--- config.mk ---
export PLATFORM = sky130hd
export DESIGN_NAME = smart_led_bit_decoder
export DESIGN_NICKNAME = d
export VERILOG_FILES = /design/src/rtl/smart_led_bit_decoder.sv
export SDC_FILE = /design/constraint.sdc
export NUM_CORES = 1
export LEC_CHECK = 0
export CAP_MARGIN = 10
export CELL_PAD_IN_SITES_DETAIL_PLACEMENT = 1
export CELL_PAD_IN_SITES_GLOBAL_PLACEMENT = 1
export CORE_MARGIN = 10
export CORE_UTILIZATION = 51
export CTS_CLUSTER_DIAMETER = 150
export DETAILED_ROUTE_END_ITERATION = 7
export DONT_BUFFER_PORTS = 1
export HOLD_SLACK_MARGIN = 0.1
export PLACE_DENSITY_LB_ADDON = 0.3
export SETUP_SLACK_MARGIN = 0.3
export SLEW_MARGIN = 20
export SYNTH_ARGS = -nofsm -noshare
export SYNTH_HDL_FRONTEND = slang
export SYNTH_SLANG_ARGS = --single-unit
export TNS_END_PERCENT = 10
--- constraint.sdc ---
create_clock -name clk -period 4.17 [get_ports clk]
set_clock_uncertainty 0.05 [all_clocks]
set_input_delay 1.0425 -clock clk [delete_from_list [all_inputs] [get_ports clk]]
set_output_delay 1.0425 -clock clk [all_outputs]
set_load 0.1 [all_outputs]
--- src/rtl/smart_led_bit_decoder.sv ---
// Smart-LED single-wire bit decoder: measures high-pulse widths,
// captures the first 24 bits after a latch gap and forwards the rest.
module smart_led_bit_decoder #(
  parameter int unsigned THRESH    = 6,
  parameter int unsigned RESET_LOW = 500,
  parameter int unsigned HIGH_MAX  = 100,
  parameter int unsigned CNT_W     = 10
) (
  input  logic        clk,
  input  logic        rst_n,
  input  logic        din,
  output logic [23:0] data_out,
  output logic        data_valid,
  output logic        latch_strobe,
  output logic        passthrough,
  output logic        dout,
  output logic        error
);

  typedef enum logic [1:0] {
    RECV,
    PASS,
    ERR
  } state_t;

  localparam logic [CNT_W-1:0] TH   = CNT_W'(THRESH);
  localparam logic [CNT_W-1:0] RLOW = CNT_W'(RESET_LOW);
  localparam logic [CNT_W-1:0] HMAX = CNT_W'(HIGH_MAX);

  state_t state_q;
  state_t state_d;

  logic             din_d;
  logic [CNT_W-1:0] high_cnt;
  logic [CNT_W-1:0] low_cnt;
  logic [4:0]       bit_cnt;
  logic [23:0]      shift;

  logic fall;
  logic bit_val;
  logic latch_hit;
  logic err_hit;
  logic word_done;

  assign fall      = din_d & ~din;
  assign bit_val   = high_cnt > TH;
  assign latch_hit = ~din && (low_cnt == RLOW - 1'b1);
  assign err_hit   = din && (high_cnt == HMAX - 1'b1)
                     && (state_q != ERR);
  assign word_done = (state_q == RECV) && fall
                     && (bit_cnt == 5'd23);

  assign passthrough = (state_q == PASS);

  // latch, err and word_done are mutually exclusive by din level
  always_comb begin
    state_d = state_q;
    unique case (1'b1)
      latch_hit: state_d = RECV;
      err_hit:   state_d = ERR;
      word_done: state_d = PASS;
      default:   state_d = state_q;
    endcase
  end

  always_ff @(posedge clk) begin
    if (!rst_n) begin
      state_q <= RECV;
    end else begin
      state_q <= state_d;
    end
  end

  always_ff @(posedge clk) begin
    if (!rst_n) begin
      din_d        <= 1'b0;
      high_cnt     <= '0;
      low_cnt      <= '0;
      bit_cnt      <= '0;
      shift        <= '0;
      data_out     <= '0;
      data_valid   <= 1'b0;
      latch_strobe <= 1'b0;
      dout         <= 1'b0;
      error        <= 1'b0;
    end else begin
      din_d        <= din;
      latch_strobe <= latch_hit;
      data_valid   <= word_done;

      if (din) begin
        high_cnt <= (high_cnt == HMAX) ? HMAX
                                       : high_cnt + 1'b1;
        low_cnt  <= '0;
      end else begin
        high_cnt <= '0;
        low_cnt  <= (low_cnt == RLOW) ? RLOW
                                      : low_cnt + 1'b1;
      end

      if (latch_hit) begin
        bit_cnt <= '0;
        shift   <= '0;
        error   <= 1'b0;
      end else if (err_hit) begin
        error <= 1'b1;
      end else if (state_q == RECV && fall) begin
        shift <= {shift[22:0], bit_val};
        if (word_done) begin
          data_out <= {shift[22:0], bit_val};
          bit_cnt  <= '0;
        end else begin
          bit_cnt <= bit_cnt + 5'd1;
        end
      end

      // forwarding is a plain 1-cycle delay of din while in PASS
      dout <= (state_q == PASS && !latch_hit && !err_hit)
              ? din : 1'b0;
    end
  end

endmodule

==> impl_metrics.yaml <==
status:
  status: "completed"
critical_path:
  critPathMaxFanout: 5
  crit_family: "simple AND/OR/NAND/NOR gates"
  crit_arrival_ps: 1720
  critPathBufInv: 0
  start_kind: "flip-flop"
  max_stage_delay_ps: 940
  path_cells: "nor2b_2"
  critPathKind: "flip-flop to primary output"
  cp-end-kind: "primary output"
  slowest_stage: "nor2b_2"
  worstPathRequired_ps: 3080
floorplanning:
  ios: 32
  die_x_um: 99.0
  fp.coreArea_um2: 5990
  start_util_pct: 53.2
  row_count: 28
  die_h_um: 99.0
  die_area_um2: 9800
clocking:
  cts_resized: 0
  cts_hold_buf: 0
  cts_made_buffers: 9
  tritoncts: "done"
  post-cts-setup-buffers: 0
  cts-htree-levels: 3
  clockRootBuffer: "clkbuf_8"
  cts.sinks: 79
  path_clk_slew_ps: 90
  cts_buffer_depth: 2
  clock_latency_ps: 360
grt:
  grt_pass1_vias: 2538
  met3_usage_pct: 4.12
  globalRouteMet2Util_pct: 24.4
  grtUsageMet1_pct: 17.3
  grt_max_degree: 57
  gr-usage-all-layers_pct: 14.8
  antenna_found_initial: 0
  grt_overflow: 0
  gr-max-usage-layer: "met2"
  grt_pass1_wl_um: 12200
drt:
  ant_nets: 0
  vias: 2471
  firstDrtPassIters: 4
  vias_per_cell: 5.59
  post_drt_wl_per_cell_um: 15.9
  route.detailed.drc: 0
  first_iter_violations: 105
  routed_wl_um: 7040
layout:
  mostFrequentLayoutCells: "nand2_1 (108), dfxtp_1 (79), a21oi_1 (30), mux2i_1 (24), nor2_1 (20)"
  finalInstanceArea_um2: 3410
  mostFrequentLayoutCell: "nand2_1"
  area_growth_pct: 7.03
  diodes: 0
  nets: 371
  drive_gt1_share_pct: 5.99
  stdcell_count: 442
placed_design:
  dpl_worst_slack_ps: 1270
  dp.cells: 426
  hpwl_um: 4670
  place_congestion: 0.804
  portBuffers: 0
  placed_cell_area_um2: 3210
hold_path:
  hold_class: "flip-flop to flip-flop"
synthesis:
  synth-seq-cells: 79
  synth-edff-count: 0
  async_flop_share_pct: 0
  ys_seq_area_share_pct: 49.7
  synth_area_um2: 3180
  yosys_warnings: 0
  postSynthAreaPerCell_um2: 8.68
  ys.flop_type: "dfxtp_1"
  synth.net_count: 376
  syn_inst: 367
  synth.distinct_cells: 43
power:
  p_per_area_nw_per_um2: 402
  leakage_uw: 0.00111
  vdd_ir_drop_max_v: 0.000285
sta:
  period_share_pct: 67.5
  tns_ps: 0
  period_minus_slack_ps: 2810
  finalHoldViolCount: 0
  finalSetupViolCount: 0
  setup_ws_ps: 1360
  fmax_ghz: 0.355
  slew_viol_final: 0
  rsz0062_at_grt: "false"
  maxSlewHeadroom_pct: 24.0
  tightest_slew_ps: 1130
  hold_ws_ps: 410
job:
  maxCapViolCount: 0
-- final timing paths --
path	end	cells past startpoint	slack (ps)	from
max	passthrough	1	1360	state_q[0]
min	shift[22]	2	410	shift[22]
max reg2reg	data_out[18]	5	1900	state_q[1]
min reg2reg	shift[22]	2	410	shift[22]
-- layout make-up --
type                    count  area, um^2
multi-input cells         259        1460
clock inverters             7        78.8
well taps                  75        93.8
flip-flops and latches     79        1580
inverters                  11        41.3
fillers                   743        2580
repair buffers              2        27.5
clock buffers               9         124
-- worst min-delay path, cell delays in order, from the launching register on --
cell	delay (ps)
dfxtp_1	320
nand2_1	50
a21oi_1	50
-- per-stage QoR --
| stage | util (%) | power [uW] |
|---|---|---|
| after global placement | 53.5 | 801 |
| after CTS | 56.9 | 1380 |
| after floorplan | - | 803 |
| after global routing | 56.9 | 1420 |
| final | 56.9 | 1370 |
| after detailed placement | 53.5 | 803 |
-- power breakdown --
part / leakage (uW) / total, uW / switching, uW / internal, uW
combinational: 0.000373 / 24.9 / 18.9 / 6.01
sequential: 0.000637 / 760 / 3.32 / 757
clock: 0.000105 / 586 / 302 / 284
-- cell families after synthesis --
group                    synth area share (%)
flip-flops                               49.7
adder cells (fa/ha/maj)                  2.36
AND/OR/NAND/NOR                          23.6
XOR/XNOR                                 3.30
buffers and inverters                    4.72
AO/OA/AOI/OAI                            8.84
multiplexers                             7.54
-- Yosys cell counts, types with 2 or more instances --
master / number / area share [%]
xor2_1: 6 / 1.7
xnor2_1: 6 / 1.7
o21ai_0: 5 / 0.79
nor4b_1: 2 / 0.55
nand3_1: 7 / 1.1
mux2i_1: 24 / 7.5
nor3_1: 6 / 0.94
nor2_1: 20 / 2.4
clkbuf_1: 14 / 1.7
o41ai_1: 2 / 0.55
buf_12: 2 / 1.3
and2_1: 2 / 0.39
dfxtp_1: 79 / 50
nand4_1: 2 / 0.39
a21oi_1: 30 / 4.7
and4_1: 3 / 0.83
inv_1: 11 / 1.3
ha_1: 6 / 2.4
or3_1: 4 / 0.79
or3_2: 2 / 0.47
nand2_1: 108 / 13
a31oi_1: 2 / 0.39
and3_1: 4 / 0.79
-- metal layers --
metal  part of all wire [%]  vias to the layer above  wire (um)
li1                       -                     1220          -
met1                     45                     1207       3170
met2                     49                       35       3460
met3                    4.3                        9        300
met4                    1.5                        0        105
met5                      0                        -          0
-- sequential cells by signal (all words and copies together), names as in the netlist --
name and count:
state_q 2, low_cnt 10, data_valid 1, data_out 24, dout 1, shift 23, latch_strobe 1, high_cnt 10
error 1, din_d 1, bit_cnt 5
(Power assumes the default switching activity.)
